[src/rtl/mem_lane_unit.sv]
// Load/store lane unit: places store bytes/halves onto word lanes and extracts+extends load lanes.
// Latency: load 3 cycles, store 2 cycles, error 1 cycle; responses held under rsp_ready back-pressure.
module mem_lane_unit (
    input  logic        clk,
    input  logic        reset,
    input  logic        req_valid,
    output logic        req_ready,
    input  logic        req_we,
    input  logic [2:0]  req_op,
    input  logic [31:0] req_addr,
    input  logic [31:0] req_wdata,
    output logic        mem_en,
    output logic [3:0]  mem_we,
    output logic [31:0] mem_addr,
    output logic [31:0] mem_wdata,
    input  logic [31:0] mem_rdata,
    output logic        rsp_valid,
    input  logic        rsp_ready,
    output logic [31:0] rsp_rdata,
    output logic        rsp_err
);

    typedef enum logic [1:0] {S_IDLE, S_ISSUE, S_WAIT, S_RESP} state_t;

    localparam logic [2:0] OP_W   = 3'b000;
    localparam logic [2:0] OP_H   = 3'b001;
    localparam logic [2:0] OP_HU  = 3'b010;
    localparam logic [2:0] OP_B   = 3'b011;
    localparam logic [2:0] OP_BU  = 3'b100;

    state_t      state_q, state_d;
    logic [2:0]  op_q, op_d;
    logic        we_q, we_d;
    logic [1:0]  lane_q, lane_d;
    logic        mem_en_q, mem_en_d;
    logic [3:0]  mem_we_q, mem_we_d;
    logic [31:0] mem_addr_q, mem_addr_d;
    logic [31:0] mem_wdata_q, mem_wdata_d;
    logic        rsp_valid_q, rsp_valid_d;
    logic [31:0] rsp_rdata_q, rsp_rdata_d;
    logic        rsp_err_q, rsp_err_d;

    logic        illegal;
    logic [3:0]  st_we;
    logic [31:0] st_wdata;
    logic [31:0] rd_shift;
    logic [7:0]  byte_sel;
    logic [15:0] half_sel;
    logic [31:0] ld_data;

    always_comb begin
        illegal = (req_op > OP_BU)
               || (((req_op == OP_H) || (req_op == OP_HU)) && req_addr[0])
               || ((req_op == OP_W) && (req_addr[1:0] != 2'b00));
    end

    always_comb begin
        st_we    = 4'b0000;
        st_wdata = req_wdata;
        case (req_op)
            OP_W: begin
                st_we    = 4'b1111;
                st_wdata = req_wdata;
            end
            OP_H, OP_HU: begin
                st_we    = req_addr[1] ? 4'b1100 : 4'b0011;
                st_wdata = {2{req_wdata[15:0]}};
            end
            default: begin
                st_we    = 4'b0001 << req_addr[1:0];
                st_wdata = {4{req_wdata[7:0]}};
            end
        endcase
    end

    // Lane extraction uses the address bits latched at acceptance, not the live request bus.
    always_comb begin
        rd_shift = mem_rdata >> {lane_q, 3'b000};
        byte_sel = rd_shift[7:0];
        half_sel = lane_q[1] ? mem_rdata[31:16] : mem_rdata[15:0];
        case (op_q)
            OP_H:    ld_data = {{16{half_sel[15]}}, half_sel};
            OP_HU:   ld_data = {16'h0000, half_sel};
            OP_B:    ld_data = {{24{byte_sel[7]}}, byte_sel};
            OP_BU:   ld_data = {24'h000000, byte_sel};
            default: ld_data = mem_rdata;
        endcase
    end

    always_comb begin
        state_d     = state_q;
        op_d        = op_q;
        we_d        = we_q;
        lane_d      = lane_q;
        mem_en_d    = 1'b0;
        mem_we_d    = 4'b0000;
        mem_addr_d  = mem_addr_q;
        mem_wdata_d = mem_wdata_q;
        rsp_valid_d = rsp_valid_q;
        rsp_rdata_d = rsp_rdata_q;
        rsp_err_d   = rsp_err_q;
        case (state_q)
            S_IDLE: begin
                if (req_valid) begin
                    op_d   = req_op;
                    we_d   = req_we;
                    lane_d = req_addr[1:0];
                    if (illegal) begin
                        state_d     = S_RESP;
                        rsp_valid_d = 1'b1;
                        rsp_err_d   = 1'b1;
                        rsp_rdata_d = 32'h0;
                    end else begin
                        state_d     = S_ISSUE;
                        mem_en_d    = 1'b1;
                        mem_we_d    = req_we ? st_we : 4'b0000;
                        mem_addr_d  = {req_addr[31:2], 2'b00};
                        mem_wdata_d = st_wdata;
                    end
                end
            end
            S_ISSUE: begin
                if (we_q) begin
                    state_d     = S_RESP;
                    rsp_valid_d = 1'b1;
                    rsp_err_d   = 1'b0;
                    rsp_rdata_d = 32'h0;
                end else begin
                    state_d = S_WAIT;
                end
            end
            S_WAIT: begin
                state_d     = S_RESP;
                rsp_valid_d = 1'b1;
                rsp_err_d   = 1'b0;
                rsp_rdata_d = ld_data;
            end
            default: begin
                if (rsp_ready) begin
                    state_d     = S_IDLE;
                    rsp_valid_d = 1'b0;
                end
            end
        endcase
    end

    always_ff @(posedge clk or negedge reset) begin
        if (!reset) begin
            state_q     <= S_IDLE;
            op_q        <= 3'b000;
            we_q        <= 1'b0;
            lane_q      <= 2'b00;
            mem_en_q    <= 1'b0;
            mem_we_q    <= 4'b0000;
            mem_addr_q  <= 32'h0;
            mem_wdata_q <= 32'h0;
            rsp_valid_q <= 1'b0;
            rsp_rdata_q <= 32'h0;
            rsp_err_q   <= 1'b0;
        end else begin
            state_q     <= state_d;
            op_q        <= op_d;
            we_q        <= we_d;
            lane_q      <= lane_d;
            mem_en_q    <= mem_en_d;
            mem_we_q    <= mem_we_d;
            mem_addr_q  <= mem_addr_d;
            mem_wdata_q <= mem_wdata_d;
            rsp_valid_q <= rsp_valid_d;
            rsp_rdata_q <= rsp_rdata_d;
            rsp_err_q   <= rsp_err_d;
        end
    end

    assign req_ready = (state_q == S_IDLE);
    assign mem_en    = mem_en_q;
    assign mem_we    = mem_we_q;
    assign mem_addr  = mem_addr_q;
    assign mem_wdata = mem_wdata_q;
    assign rsp_valid = rsp_valid_q;
    assign rsp_rdata = rsp_rdata_q;
    assign rsp_err   = rsp_err_q;

endmodule

[config.mk]
export PLATFORM = sky130hd
export DESIGN_NAME = mem_lane_unit
export DESIGN_NICKNAME = d
export VERILOG_FILES = /design/src/rtl/mem_lane_unit.sv
export SDC_FILE = /design/constraint.sdc
export NUM_CORES = 1
export LEC_CHECK = 0
export ABC_AREA = 1
export CELL_PAD_IN_SITES_DETAIL_PLACEMENT = 2
export CELL_PAD_IN_SITES_GLOBAL_PLACEMENT = 2
export CORE_MARGIN = 3
export CORE_UTILIZATION = 21
export DETAILED_ROUTE_END_ITERATION = 6
export GPL_TIMING_DRIVEN = 0
export PLACE_DENSITY_LB_ADDON = 0.05
export SYNTH_ARGS = -nofsm -noshare
export SYNTH_HDL_FRONTEND = slang
export SYNTH_SLANG_ARGS = --single-unit
[constraint.sdc]
create_clock -name clk -period 1.85 [get_ports clk]
set_clock_uncertainty 0.2 [all_clocks]
set_input_delay 0.2775 -clock clk [delete_from_list [all_inputs] [get_ports clk]]
set_output_delay 0.2775 -clock clk [all_outputs]
set_load 0.01 [all_outputs]
# Word-level counts from Yosys, hierarchy flattened
# Cells that the tools add are included.
[word_totals] inputBits=104 word_cells=70 register_bits=109
[op_classes] bitwise_logic=1 reduce_logical=16 shift=2 n_eq_ne=11 order_cmp=1 n_mux=28
[ops] op="$pmux W32 S4" n=1
[ops] op="$mux W32" n=3
[ops] op="$pmux W32 S3" n=1
[ops] op="$pmux W32 S2" n=1
[ops] op="$shr A32 B5 Y8" n=1
[ops] op="$mux W4" n=5
[ops] op="$mux W16" n=1
[ops] op="$eq A3 B2 Y1 const B" n=3
[ops] op="$mux W1" n=9
[ops] op="$pmux W4 S2" n=1
[ops] op="$reduce_and A4 Y1" n=2
[ops] op="$eq A3 B1 Y1 const B" n=2
[ops] op="$mux W2" n=3
[ops] op="$pmux W1 S3" n=2
[ops] op="$pmux W2 S3" n=1
[ops] op="$ne A2 B2 Y1 const B" n=2
[ops] op="$reduce_and A2 Y1" n=2
[ops] op="$reduce_bool A4 Y1" n=1
[ops] op="$shl A1 B2 Y4 const A" n=1
[ops] op="$eq A3 B3 Y1 const B" n=1
[ops] op="$gt A3 B3 Y1 const B" n=1
[ops] op="$logic_not A3 Y1" n=1
[ops] op="$logic_or A1 B1 Y1" n=3
[ops] op="$reduce_and A3 Y1" n=1
[ops] op="9 further kinds" n=10

# Logic depth before layout (Yosys ltp)
# Gate-level depths: netlist of the first run.
[logic_depth] depth_word=8 depth_mapped=11

# Least setup slack after synthesis of the first run
# Ideal clock, no wire load.
[synth_timing] path_type="register to register" from="reg state_q[0]" to="reg state_q[1]" t_required_ps=1568 stages_incl_launch_ff=9 n_path_buf=0 slack_ps=34 t_arrival_ps=1534 path_cell_list="dfrtp_1 -> inv_1 -> ha_1 -> inv_1 -> nor2_1 -> a21oi_1 -> inv_1 -> or2_2 -> o22ai_1"
[synth_via] elab_chain_len=3 elab_cells_between_ends=7
[synth_rtl] item="start: declaration" line_no="31" rtl="state_t state_q, state_d;"
[synth_rtl] item="start signal: assignment" line_no="161" rtl="state_q <= state_d;"
[synth_rtl] item="$logic_not A2 Y1 (*)"
[synth_rtl] item="net req_ready" line_no="7" rtl="output logic req_ready,"
[synth_rtl] item="$reduce_bool A4 Y1 (no line) / $ne A2 B2 Y1 (equally long branches)"
[synth_rtl] item="$reduce_and A2 Y1 (no line)"
# The timed path passes the listed nets; every way through them passes the cells marked *.
# A chain may end at the register's enable or synchronous reset.

# Final worst setup path of the first run
[layout_timing] from="reg state_q[1]" to="out req_ready"
[layout_via] elab_chain_len=1
[layout_rtl] item="$logic_not A2 Y1" line_no="175" rtl="assign req_ready = (state_q == S_IDLE);"
[layout_rtl] item="end: declaration" line_no="7"
# No other way between the ends.

==> summary.txt, run 1 <==
Status
  • Violated checks: negative setup slack
  • Status: finished with violations

Final layout
  • Layout Nets: approximately 1.1k
  • Diode count: 0
  • Fillers: about 3.0k
  • Area grow syn2layout: 65.7%
  • Most frequent cells in the layout: nand2_1 (339), clkdlybuf4s50_1 (191), dfrtp_1 (106), nor2_1 (58), nand2_2 (36)
  • Share of cells above drive strength 1: 0.183
  • Commonest non-fill, non-tap cell in the layout: nand2_1
  • Non-Filler Instances: ~1.3k
  • Final core occ: 0.358

Worst setup path
  • Setup crit start: state_q[1]$_DFFE_PN0P_
  • Type of origin of the critical path: flop
  • Reg2reg start: op_q[2]$_DFFE_PN0P_
  • CP Class: reg -> out
  • Worst path required time: 1.37 ns
  • Crit-path cells: inv_2, ha_4, dlygate4sd2_1
  • Max incr delay on CP: between 0.4 and 0.5 ns
  • R2R Setup Slk: -0.002 ns
  • CP top delay family: flip-flops
  • Buf+Inv Stages, Crit Path: 2
  • Reg2reg path depth: 11
  • RR Endpoint: rsp_rdata[24]$_DFFE_PN0P_
  • CP max FO: 6
  • Worst path slowest cell: dfrtp_1
  • Crit path depth: 3
  • Endpoint type of the worst setup path: output pin
  • Arr. time, crit path: about 1.4 ns
  • Critical path endpoint: req_ready

CTS
  • Clk sink count: approximately 110
  • Deepest clock path buffer count: 2
  • H-tree Lvls: 3
  • Clock latency on the worst-skew pair: between 0.3 and 0.4 ns
  • TritonCTS buffer count: 9
  • Worst-path clk slew: approximately 0.08 ns
  • CTS tree: yes
  • Root buf cell: clkbuf_16

Floorplan
  • Initial Util: 0.216
  • IO Count: 208
  • Row count: just under 60
  • Core Box Area: ~25000 um2
  • Die ar.: ~28000 um2
  • Chip Height: ~170 um
  • Die width: 168 um

Placement
  • GP Congestion: about 0.75
  • Placed insts: 1298
  • Post-DP HPWL: 18100 um
  • Buffers on Ports: around 210

Route
  • Routed WL: between 20000 and 25000 um
  • Wire length per cell: 18.3 um
  • Antenna-violating nets left: 0
  • Detailed Route Iter0 Violations: around 180
  • Vias per inst: 4.34
  • Drt drc: 0
  • DRT Pass-1 Iters: 4
  • Vias: slightly below 6k

Synth
  • Netlist cell types: 29
  • Cells after synthesis: about 760
  • Post-synthesis cell area: between 5000 and 6000 um2
  • Largest cells by area after synthesis: dfrtp_1 (50%), nand2_1 (26%), nor2_1 (4.8%)
  • Synth top area share: 0.495
  • Post-synthesis sequential element count: 109
  • Post-synthesis sequential area ratio: 0.495
  • Yosys warns: 0
  • Mean post-synth cell area: 7.24 um2
  • Area leader, netlist: dfrtp_1

Timing
  • Hold Vio Cnt, Final: 0
  • Max Clock Freq: 540 MHz
  • Hold slack: between 0.1 and 0.15 ns
  • Setup violators final: 1
  • RSZ-0062 raised after global routing: true
  • Final critical-path required period: approximately 1.9 ns
  • Max Transition Viols Final: 0
  • Fin crit share: 1.00
  • Final Worst Setup Slack: -0.00227 ns
  • Setup TNS: -0.00227 ns

Power and ir drop
  • Static leakage: 0.00450 uW
  • Pwr dens: roughly 1700 nW/um2
  • Total power: about 16000 uW
  • Peak supply drop: between 0.9 and 1 mV

Global routing
  • Gr ovfl total: 0
  • First-pass GRT wire length: around 38000 um
  • Total Routing Usage GR: 0.172
  • Vias in the first global route: around 6.5k
  • Initial antenna violation count: 0
  • Largest net degree at the start of global routing: 69

Min path
  • Hold Path Class: in -> reg

Flow run
  • Max_cap viols: 0
[registers in the layout, summed over array words and instances (netlist names)]
signal and count:
rsp_rdata 32, lane_q 2, op_q 3, mem_wdata 32, rsp_err 1, rsp_valid 1, mem_addr 30, we_q 1
mem_en 1, state_q 2, mem_we 4
[layout make-up]
| class | count | area [um2] | share of cell area |
|---|---|---|---|
| Sequential cell | 109 | 2730 | 0.299 |
| Timing Repair Buffer | 236 | 2420 | 0.266 |
| Tap cell | 330 | 413 | 0.0452 |
| Multi-Input combinational cell | 580 | 2740 | 0.300 |
| Clock buffer | 10 | 229 | 0.0251 |
| Inverter | 35 | 143 | 0.0156 |
| Clock inverter | 6 | 62.6 | 0.00685 |
| Buffer | 37 | 393 | 0.0430 |
[worst min-delay path: stages]
cell and delay (ns):
clkbuf_2 0.16, nor2_1 0.15, a21oi_1 0.06
[timing repair]
item,CTS,global route
endpoints found under the setup margin,104,110
hold buffers,1,0
buffers inserted,19,4
gates cloned,1,5
pin swaps,9,39
resized for setup,77,130
endpoints found under the hold margin,41,0
[metrics by stage]
step / area (um2) / setup WS, ns
6_report: 9130 / -0.00227
5_1_grt: 9130 / -0.137
4_1_cts: 8670 / -0.00298
3_5_place_dp: 8010 / -1.27
3_3_place_gp: 7980 / -4.69
2_1_floorplan: 5510 / 0.0339
[layer usage]
metal	vias to the layer above	wire (um)	GRT usage
met3	11	1680	0.0578
met5	-	0	0
met4	0	209	0.0299
met2	122	12000	0.294
met1	2867	10700	0.215
li1	2835	-	-
[cell usage after synthesis]
cell / n
nor2_2: 2
inv_1: 32
o21ai_0: 53
dfrtp_1: 109
nand2_2: 4
nand4_2: 1
clkinv_1: 1
buf_1: 1
nor3_2: 2
conb_1: 1
nand2b_1: 1
nor2_4: 4
buf_4: 8
nor2_1: 71
nand4_1: 2
buf_2: 16
ha_1: 5
mux2_2: 1
or2_2: 6
and2_1: 1
nand3_1: 24
o21ai_1: 8
clkbuf_1: 9
a21oi_1: 11
buf_6: 2
o22ai_1: 2
inv_2: 2
nand2_1: 380
clkbuf_2: 2
[worst min path at each step]
stage	slack [ns]	to	from	depth (start not counted)
finish	0.13	op_q[1]$_DFFE_PN0P_	req_op[1]	3
global route	0.15	op_q[1]$_DFFE_PN0P_	req_op[1]	3
CTS	0.23	mem_wdata[14]$_DFFE_PN0P_	reset	2
detailed placement	0.06	rsp_valid$_DFFE_PN0P_	reset	1
global placement	0.25	mem_addr[7]$_DFFE_PN0P_	mem_addr[7]$_DFFE_PN0P_	2
floorplan	-0.22	lane_q[0]$_DFFE_PN0P_	reset	0
[power breakdown]
part	total, uW	switching (uW)	leakage, uW	internal, uW
Clock	2000	1040	0.000142	955
Sequential	4080	667	0.00139	3410
Combinational	9720	5070	0.00296	4650
Total	15800	6780	0.00450	9020
[cells by family (layout without fill, tap and decap cells)]
logic type	after synthesis	in the layout	synth area share
AOI/OAI and AO/OA	74	74	0.0677
adders and majority gates	5	5	0.0114
buffers and inverters	73	324	0.0620
DFF	109	109	0.495
muxes	1	1	0.00204
other	1	2	0.000681
and+or+nand+nor	498	498	0.361
(Power assumes the default switching activity.)
==> run 2: changes to the inputs <==
Settings changed: CAP_MARGIN set to 20, CTS_CLUSTER_DIAMETER set to 120.
==> results of run 2 <==
Final layout, timing and power as in run 1 (identical DEF).
